`config.mk`:
```
export PLATFORM = sky130hd
export DESIGN_NAME = if_unit
export DESIGN_NICKNAME = d
export VERILOG_FILES = /design/src/rtl/if_unit_pkg.sv /design/src/rtl/if_skid_buffer.sv /design/src/rtl/if_unit.sv
export SDC_FILE = /design/constraint.sdc
export NUM_CORES = 1
export LEC_CHECK = 0
export ABC_CLOCK_PERIOD_IN_PS = 2750
export CAP_MARGIN = 10
export CORE_ASPECT_RATIO = 1.2
export CORE_MARGIN = 2
export CORE_UTILIZATION = 39
export CTS_CLUSTER_DIAMETER = 60
export CTS_CLUSTER_SIZE = 12
export DETAILED_ROUTE_END_ITERATION = 12
export GPL_ROUTABILITY_DRIVEN = 0
export PLACE_DENSITY_LB_ADDON = 0.1
export SKIP_CTS_REPAIR_TIMING = 1
export SYNTH_ARGS = -nofsm -noshare
export SYNTH_HDL_FRONTEND = slang
export SYNTH_SLANG_ARGS = --single-unit
export TNS_END_PERCENT = 5
```
`constraint.sdc`:
```
create_clock -name clk -period 2.75 [get_ports clk]
set_input_delay 0.55 -clock clk [delete_from_list [all_inputs] [get_ports clk]]
set_output_delay 0.55 -clock clk [all_outputs]
set_load 0.01 [all_outputs]
```
`src/rtl/if_unit_pkg.sv`:
```
// Shared encodings for the instruction-fetch unit: FSM states, NOP word, reset PC.
// The optional skid buffer is enabled with the IF_SKID_BUFFER_EN macro.
package if_unit_pkg;

    typedef enum logic [1:0] {
        ST_BOOT  = 2'd0,
        ST_FETCH = 2'd1,
        ST_DRAIN = 2'd2
    } if_state_t;

    localparam logic [31:0] NOP_INST         = 32'h0000_0013;
    localparam logic [31:0] DEFAULT_RESET_PC = 32'h0000_0000;

    function automatic logic [31:0] word_align(input logic [31:0] addr);
        return {addr[31:2], 2'b00};
    endfunction

endpackage

```
`src/rtl/if_skid_buffer.sv`:
```
// One-entry holding register with valid/load/flush; flush wins over load.
// Only present in builds that define IF_SKID_BUFFER_EN.
`ifdef IF_SKID_BUFFER_EN
module if_skid_buffer #(
    parameter int W = 64
) (
    input  logic         clk,
    input  logic         reset,
    input  logic         load,
    input  logic         flush,
    input  logic [W-1:0] din,
    output logic         valid,
    output logic [W-1:0] dout
);

    always_ff @(posedge clk) begin
        if (reset || flush) begin
            valid <= 1'b0;
        end else if (load) begin
            valid <= 1'b1;
        end
    end

    always_ff @(posedge clk) begin
        if (reset) begin
            dout <= '0;
        end else if (load && !flush) begin
            dout <= din;
        end
    end

endmodule
`endif

```
`src/rtl/if_unit.sv`:
```
// Instruction-fetch stage: PC, IMEM request FSM (BOOT/FETCH/DRAIN) and IF/ID register.
// Define IF_SKID_BUFFER_EN to keep a word fetched during a stall instead of refetching it.
module if_unit
    import if_unit_pkg::*;
#(
    parameter logic [31:0] RESET_PC = DEFAULT_RESET_PC
) (
    input  logic        clk,
    input  logic        reset,
    input  logic        stall,
    input  logic        branch_taken,
    input  logic [31:0] branch_target,
    output logic        imem_read,
    output logic [31:0] imem_addr,
    input  logic [31:0] imem_rdata,
    input  logic        imem_busywait,
    output logic [31:0] id_pc,
    output logic [31:0] id_pc4,
    output logic [31:0] id_inst,
    output logic        id_valid,
    output logic        fetch_stall,
    output if_state_t   dbg_state
);

    // IMEM handshake: a request (imem_read=1) completes in the cycle imem_busywait=0;
    // imem_rdata is only meaningful in that cycle. A started request is never dropped
    // except by reset: a redirect during a pending request waits it out in DRAIN.

    if_state_t   state, state_next;
    logic [31:0] pc;
    logic [31:0] drain_addr;
    logic        req;
    logic        complete;
    logic        skid_valid;

`ifdef IF_SKID_BUFFER_EN
    logic        skid_load;
    logic        skid_flush;
    logic [63:0] skid_dout;
    logic [31:0] skid_pc;
    logic [31:0] skid_inst;

    assign skid_load  = complete && stall && !branch_taken;
    assign skid_flush = branch_taken || (state == ST_FETCH && skid_valid && !stall);
    assign skid_pc    = skid_dout[63:32];
    assign skid_inst  = skid_dout[31:0];

    if_skid_buffer #(.W(64)) u_skid (
        .clk   (clk),
        .reset (reset),
        .load  (skid_load),
        .flush (skid_flush),
        .din   ({pc, imem_rdata}),
        .valid (skid_valid),
        .dout  (skid_dout)
    );
`else
    assign skid_valid = 1'b0;
`endif

    always_ff @(posedge clk) begin
        if (reset) begin
            state <= ST_BOOT;
        end else begin
            state <= state_next;
        end
    end

    always_comb begin
        state_next  = state;
        req         = 1'b0;
        imem_addr   = pc;
        fetch_stall = 1'b0;
        case (state)
            ST_BOOT: begin
                fetch_stall = 1'b1;
                state_next  = ST_FETCH;
            end
            ST_FETCH: begin
                // A full skid entry supplies the next instruction, so no memory access.
                req         = !skid_valid;
                fetch_stall = imem_busywait && !skid_valid;
                if (branch_taken && !skid_valid && imem_busywait) begin
                    state_next = ST_DRAIN;
                end
            end
            ST_DRAIN: begin
                req         = 1'b1;
                imem_addr   = drain_addr;
                fetch_stall = 1'b1;
                if (!imem_busywait) begin
                    state_next = ST_FETCH;
                end
            end
            default: begin
                state_next = ST_BOOT;
            end
        endcase
    end

    assign imem_read = req;
    assign complete  = (state == ST_FETCH) && req && !imem_busywait;
    assign dbg_state = state;

    always_ff @(posedge clk) begin
        if (reset) begin
            drain_addr <= '0;
        end else if (state == ST_FETCH && state_next == ST_DRAIN) begin
            drain_addr <= pc;
        end
    end

    always_ff @(posedge clk) begin
        if (reset) begin
            pc       <= word_align(RESET_PC);
            id_pc    <= '0;
            id_pc4   <= '0;
            id_inst  <= NOP_INST;
            id_valid <= 1'b0;
        end else if (branch_taken) begin
            pc       <= word_align(branch_target);
            id_inst  <= NOP_INST;
            id_valid <= 1'b0;
        end else if (state == ST_FETCH) begin
`ifdef IF_SKID_BUFFER_EN
            if (skid_valid) begin
                if (!stall) begin
                    id_pc    <= skid_pc;
                    id_pc4   <= skid_pc + 32'd4;
                    id_inst  <= skid_inst;
                    id_valid <= 1'b1;
                end
            end else
`endif
            if (complete) begin
                if (!stall) begin
                    id_pc    <= pc;
                    id_pc4   <= pc + 32'd4;
                    id_inst  <= imem_rdata;
                    id_valid <= 1'b1;
                    pc       <= pc + 32'd4;
                end
`ifdef IF_SKID_BUFFER_EN
                else begin
                    pc <= pc + 32'd4;
                end
`endif
            end else if (!stall) begin
                id_valid <= 1'b0;
            end
        end else if (!stall) begin
            id_valid <= 1'b0;
        end
    end

endmodule

```
### Word level (Yosys, flattened, before mapping)

Index checks and enable logic that the tools add are counted.

| cells by class | value |
|---|---|
| add/sub/neg operators | 1 |
| eq/ne operators | 5 |
| muxes and demuxes | 14 |
| bitwise operators | 2 |
| reductions and logical operators | 14 |

Operators with widths:

| cell | number |
|---|---|
| $mux W32 | 5 |
| $add A32 B3 Y32 const B | 1 |
| $pmux W2 S3 | 1 |
| $reduce_and A3 Y1 | 2 |
| $reduce_or A2 Y1 | 3 |
| $mux W1 | 5 |
| $eq A2 B2 Y1 const B | 2 |
| $logic_and A1 B1 Y1 | 4 |
| $mux W2 | 2 |
| $reduce_and A4 Y1 | 1 |
| $reduce_bool A2 Y1 | 2 |
| $ne A3 B3 Y1 const B | 1 |
| $eq A2 B1 Y1 const B | 1 |
| $logic_not A2 Y1 | 1 |
| $ne A2 B1 Y1 const B | 1 |
| $not A1 Y1 | 2 |
| $pmux W1 S2 | 1 |
| $logic_not A1 Y1 | 1 |

| storage, ports and cells | value |
|---|---|
| bits in registers | 163 |
| input port bits | 69 |
| output and inout port bits | 133 |

### Depth between registers and ports, before layout

| depth | value |
|---|---|
| depth in word-level cells | 8 |
| mapped depth | 9 |
| depth with buffers taken out | 7 |

### Worst setup path before layout

Ideal clock, no wire load.

| timing | value |
|---|---|
| kind | register -> register |
| from | register state[0], in the netlist dbg_state[0] |
| to | register pc[17] |
| library setup time | 91 ps |
| arrival time | 2243 ps |
| required time | 2659 ps |
| path slack | 416 ps |
| cell stages (with the launch flop) | 8 |
| cell sequence | dfxtp_1 > ha_1 > or3b_1 > buf_6 > or3_4 > buf_6 > or3_1 > a311oi_1 |

| on the way | value |
|---|---|
| word-level cells in the longest chain between the ends | 7 |
| elaborated cells on any way between the ends | 9 |
| those cells by class | 2 x eq/ne; 1 x mux; 6 x reduce/logical |

Ends and longest elaborated chain:

| element | RTL line | text |
|---|---|---|
| start: declaration | if_unit.sv:29 | `if_state_t state, state_next;` |
| start signal: assignment | if_unit.sv:65 | `state <= state_next;` |
| $eq A2 B1 Y1 or $eq A2 B2 Y1 (tied branches) | if_unit.sv:74, if_unit.sv:102, if_unit.sv:124 |  |
| $reduce_or A2 Y1 (no source line) | n/a |  |
| $mux W1 | if_unit.sv:74 | `case (state)` |
| $logic_and A1 B1 Y1 (2 in series) | if_unit.sv:102 | `assign complete = (state == ST_FETCH) && req && !imem_busywait;` |
| $reduce_bool A2 Y1 (no source line) | n/a |  |
| $reduce_and A3 Y1 (no source line) (*) | n/a |  |
| end signal: assignment | if_unit.sv:115 | `pc <= word_align(RESET_PC);` |
| end signal: assignment | if_unit.sv:121 | `pc <= word_align(branch_target);` |
| end signal: assignment | if_unit.sv:141 | `pc <= pc + 32'd4;` |
| end: declaration | if_unit.sv:30 | `logic [31:0] pc;` |

Every way passes the cells marked *; elsewhere a longest branch is shown, timed or not.
A chain may end at the register's enable or synchronous reset.

### Worst setup path after layout

| timing | value |
|---|---|
| from | register state[0], in the netlist dbg_state[0] |
| to | output port imem_addr[19] |

| on the way | value |
|---|---|
| word-level cells in the longest chain between the ends | 2 |

Ends and longest elaborated chain:

| element | RTL line | text |
|---|---|---|
| $eq A2 B2 Y1 | if_unit.sv:74 |  |
| $mux W32 | if_unit.sv:74 |  |
| end: declaration | if_unit.sv:14 | `output logic [31:0] imem_addr,` |

No other way between the ends.

==> flow_summary.json <==
{
  "overflow": 0,
  "dp_hpwl_mm": 13.77,
  "layout-drive-gt1-share_pct": 10.92,
  "slew_headroom_pct": 56.24,
  "drv_cap": 0,
  "fin_cells": 1246,
  "grt_pass1_vias": 5908,
  "clkTransAtPathRegs_ns": 0.06,
  "yosys.area.top_type": "dfxtp_1",
  "comb_power_share_pct": 11.5,
  "hold_viol": 0,
  "synth_cells": 837,
  "syn-cell-area_um2": 6917,
  "min_to": "id_inst[13]",
  "start_kind": "flip-flop",
  "initial_core_util_pct": 39.66,
  "antenna_cells": 0,
  "vias_per_cell": 5.038,
  "synthArstFlopShare_pct": 0,
  "dieArea_um2": 18820,
  "tns_ns": 0,
  "place_inst": 1214,
  "cts-root-buf": "clkbuf_16",
  "final_cell_area_um2": 9782,
  "reg2reg_from": "dbg_state[1]",
  "die_h_um": 149.9,
  "yosysUniqueCellTypes": 42,
  "yosys-top-cells-area": "dfxtp_1 45%, nand2_1 8.6%, nor2_1 5.6%, a211oi_1 5.3%, a21oi_1 5.3%",
  "avgSynthCellArea_um2": 8.264,
  "grt_antenna_before_repair": 0,
  "yosysSeqAreaShare_pct": 44.86,
  "ys_warn_count": 0,
  "r2r_cells": 6,
  "p_switching_w": 0.001370,
  "ir_worst_vdd_uv": 366.7,
  "grt_pass1_wl_mm": 31.14,
  "synth_enable_flop_cells": 0,
  "max_freq_mhz": 379.6,
  "ant_nets": 0,
  "io_buffers": 193,
  "wl_per_cell_um": 15.76,
  "p_int_w": 0.003983,
  "synth_seq_cells": 155,
  "numCtsBuffers": 17,
  "seqPwrFrac_pct": 44.1,
  "min_period_ns": 2.634,
  "worstPathArrival_ns": 2.08,
  "p_leak_nw": 3.539,
  "crit_type": "reg -> out",
  "synth_flop_cell": "dfxtp_1",
  "powerDensity_nw_per_um2": 547.3,
  "num_io_pins": 202,
  "grt_usage_pct": 20.75,
  "worstMarginPinSlew_ns": 0.6565,
  "regToRegSetupSlack_ns": 0.41,
  "area_growth_syn_to_layout_pct": 41.43,
  "holdCritStartpoint": "id_inst[13]",
  "cts.sinks": 155,
  "rows": 53,
  "vias": 6277,
  "setup_violations": 0,
  "cts_buffer_depth": 2,
  "reg2reg_to": "pc[17]",
  "cp-end-kind": "primary output",
  "wl_mm": 19.64,
  "fin_crit_sh_pct": 95.79,
  "hold_path_class": "reg -> reg",
  "coreArea_um2": 17440,
  "status": "finished clean",
  "p_sw_share_pct": 25.59,
  "grt_max_degree": 61,
  "dpl_cell_area_um2": 9154,
  "synth_common_cells": "159 x nand2_1, 155 x dfxtp_1, 103 x nor2_1, 73 x a21oi_1, 59 x clkbuf_1",
  "cts_max_level": 4,
  "yosys.cell_count.top_type": "nand2_1",
  "path_max_fanout": 21,
  "clk_latency_ns": 0.42,
  "power.share.clock_pct": 44.4,
  "drt-initial-drc-count": 337,
  "clock_skew_ns": 0.005990,
  "finalMaxSlewViolations": 0,
  "whs_path_depth": 2,
  "drcViolationCount": 0,
  "die_w_um": 125.6,
  "yosysTopAreaCellShare_pct": 44.86,
  "rsz0062_at_grt": "false",
  "fin_nets": 1087,
  "firstDrtPassIters": 4,
  "cts_tree": "yes",
  "critical_path_required_ns": 2.20
}
==> cell usage in the layout, fill, tap and decap left out, types with 25 or more instances in the layout <==
cell type / count
a211oi_1: 49
buf_4: 39
a21oi_1: 73
mux2i_1: 30
nor2_1: 102
dfxtp_1: 154
clkdlybuf4s50_1: 191
nand2_1: 159
xnor2_1: 32
mux2_2: 25
==> flip-flops by register name, indices dropped and copies added (netlist names) <==
| register | cells |
|---|---|
| pc | 30 |
| id_valid | 1 |
| id_pc4 | 30 |
| drain_addr | 30 |
| id_inst | 32 |
| id_pc | 30 |
| dbg_state | 2 |
==> per-layer routing <==
layer	global-route usage, %	routed length (um)
met2	35.16	9651
met3	7.437	1462
met4	6.056	234
met5	0	0
met1	24.77	8291
==> power by group through the flow <==
stage | sequential [W] | clock (W) | combinational [W]
final | 0.00236 | 0.00237 | 0.000616
after global routing | 0.00237 | 0.00252 | 0.000671
after CTS | 0.00236 | 0.00242 | 0.000622
after detailed placement | 0.00241 | 0 | 0.000619
after global placement | 0.00241 | 0 | 0.000618
after floorplan | 0.00239 | 0 | 0.000317
==> kinds of logic (layout without fill, tap and decap cells) <==
group                    after synthesis  count (layout)  share of synthesized area [%]
buffers and inverters                 93             277                          5.734
AO/OA/AOI/OAI                        140             140                          12.23
AND/OR/NAND/NOR                      335             335                          21.09
flip-flops                           155             155                          44.86
other                                  1               6                        0.05422
XOR/XNOR                              53              53                          6.711
multiplexers                          55              55                          8.412
adder cells (fa/ha/maj)                5               5                         0.9045
==> final cells by class <==
class,count,area (um2)
well taps,220,275.3
repair buffers,235,2297
fillers,1672,7659
multi-input cells,594,3478
clock inverters,14,160.2
flip-flops and latches,155,3104
inverters,10,37.54
clock buffers,18,429.2
==> worst max-delay path: stages (launching register included) <==
cell,delay (ns)
dfxtp_2,0.35
inv_1,0.11
ha_4,0.18
buf_12,0.17
mux2_2,0.36
clkdlybuf4s50_1,0.48
==> per-stage QoR <==
step / hold slack [ns] / total power, W / util (%) / setup WS (ns)
2_1_floorplan: 0.4442 / 0.002709 / - / 0.4159
3_3_place_gp: 0.4406 / 0.003029 / 52.49 / 0.09557
3_5_place_dp: 0.4466 / 0.003031 / 52.49 / 0.05756
4_1_cts: 0.4551 / 0.005399 / 55.86 / -0.05140
5_1_grt: 0.4688 / 0.005563 / 56.09 / 0.03788
6_report: 0.4532 / 0.005353 / 56.09 / 0.1157
==> worst max path at each step <==
stage / start / end / cells past startpoint
4_1_cts: dbg_state[0] / imem_addr[17] / 5
3_3_place_gp: imem_busywait / pc[29] / 6
5_1_grt: dbg_state[0] / imem_addr[25] / 5
3_5_place_dp: imem_busywait / pc[29] / 6
2_1_floorplan: dbg_state[0] / pc[17] / 7
6_report: dbg_state[0] / imem_addr[19] / 5
No activity file was read; power rests on OpenSTA's default activity.
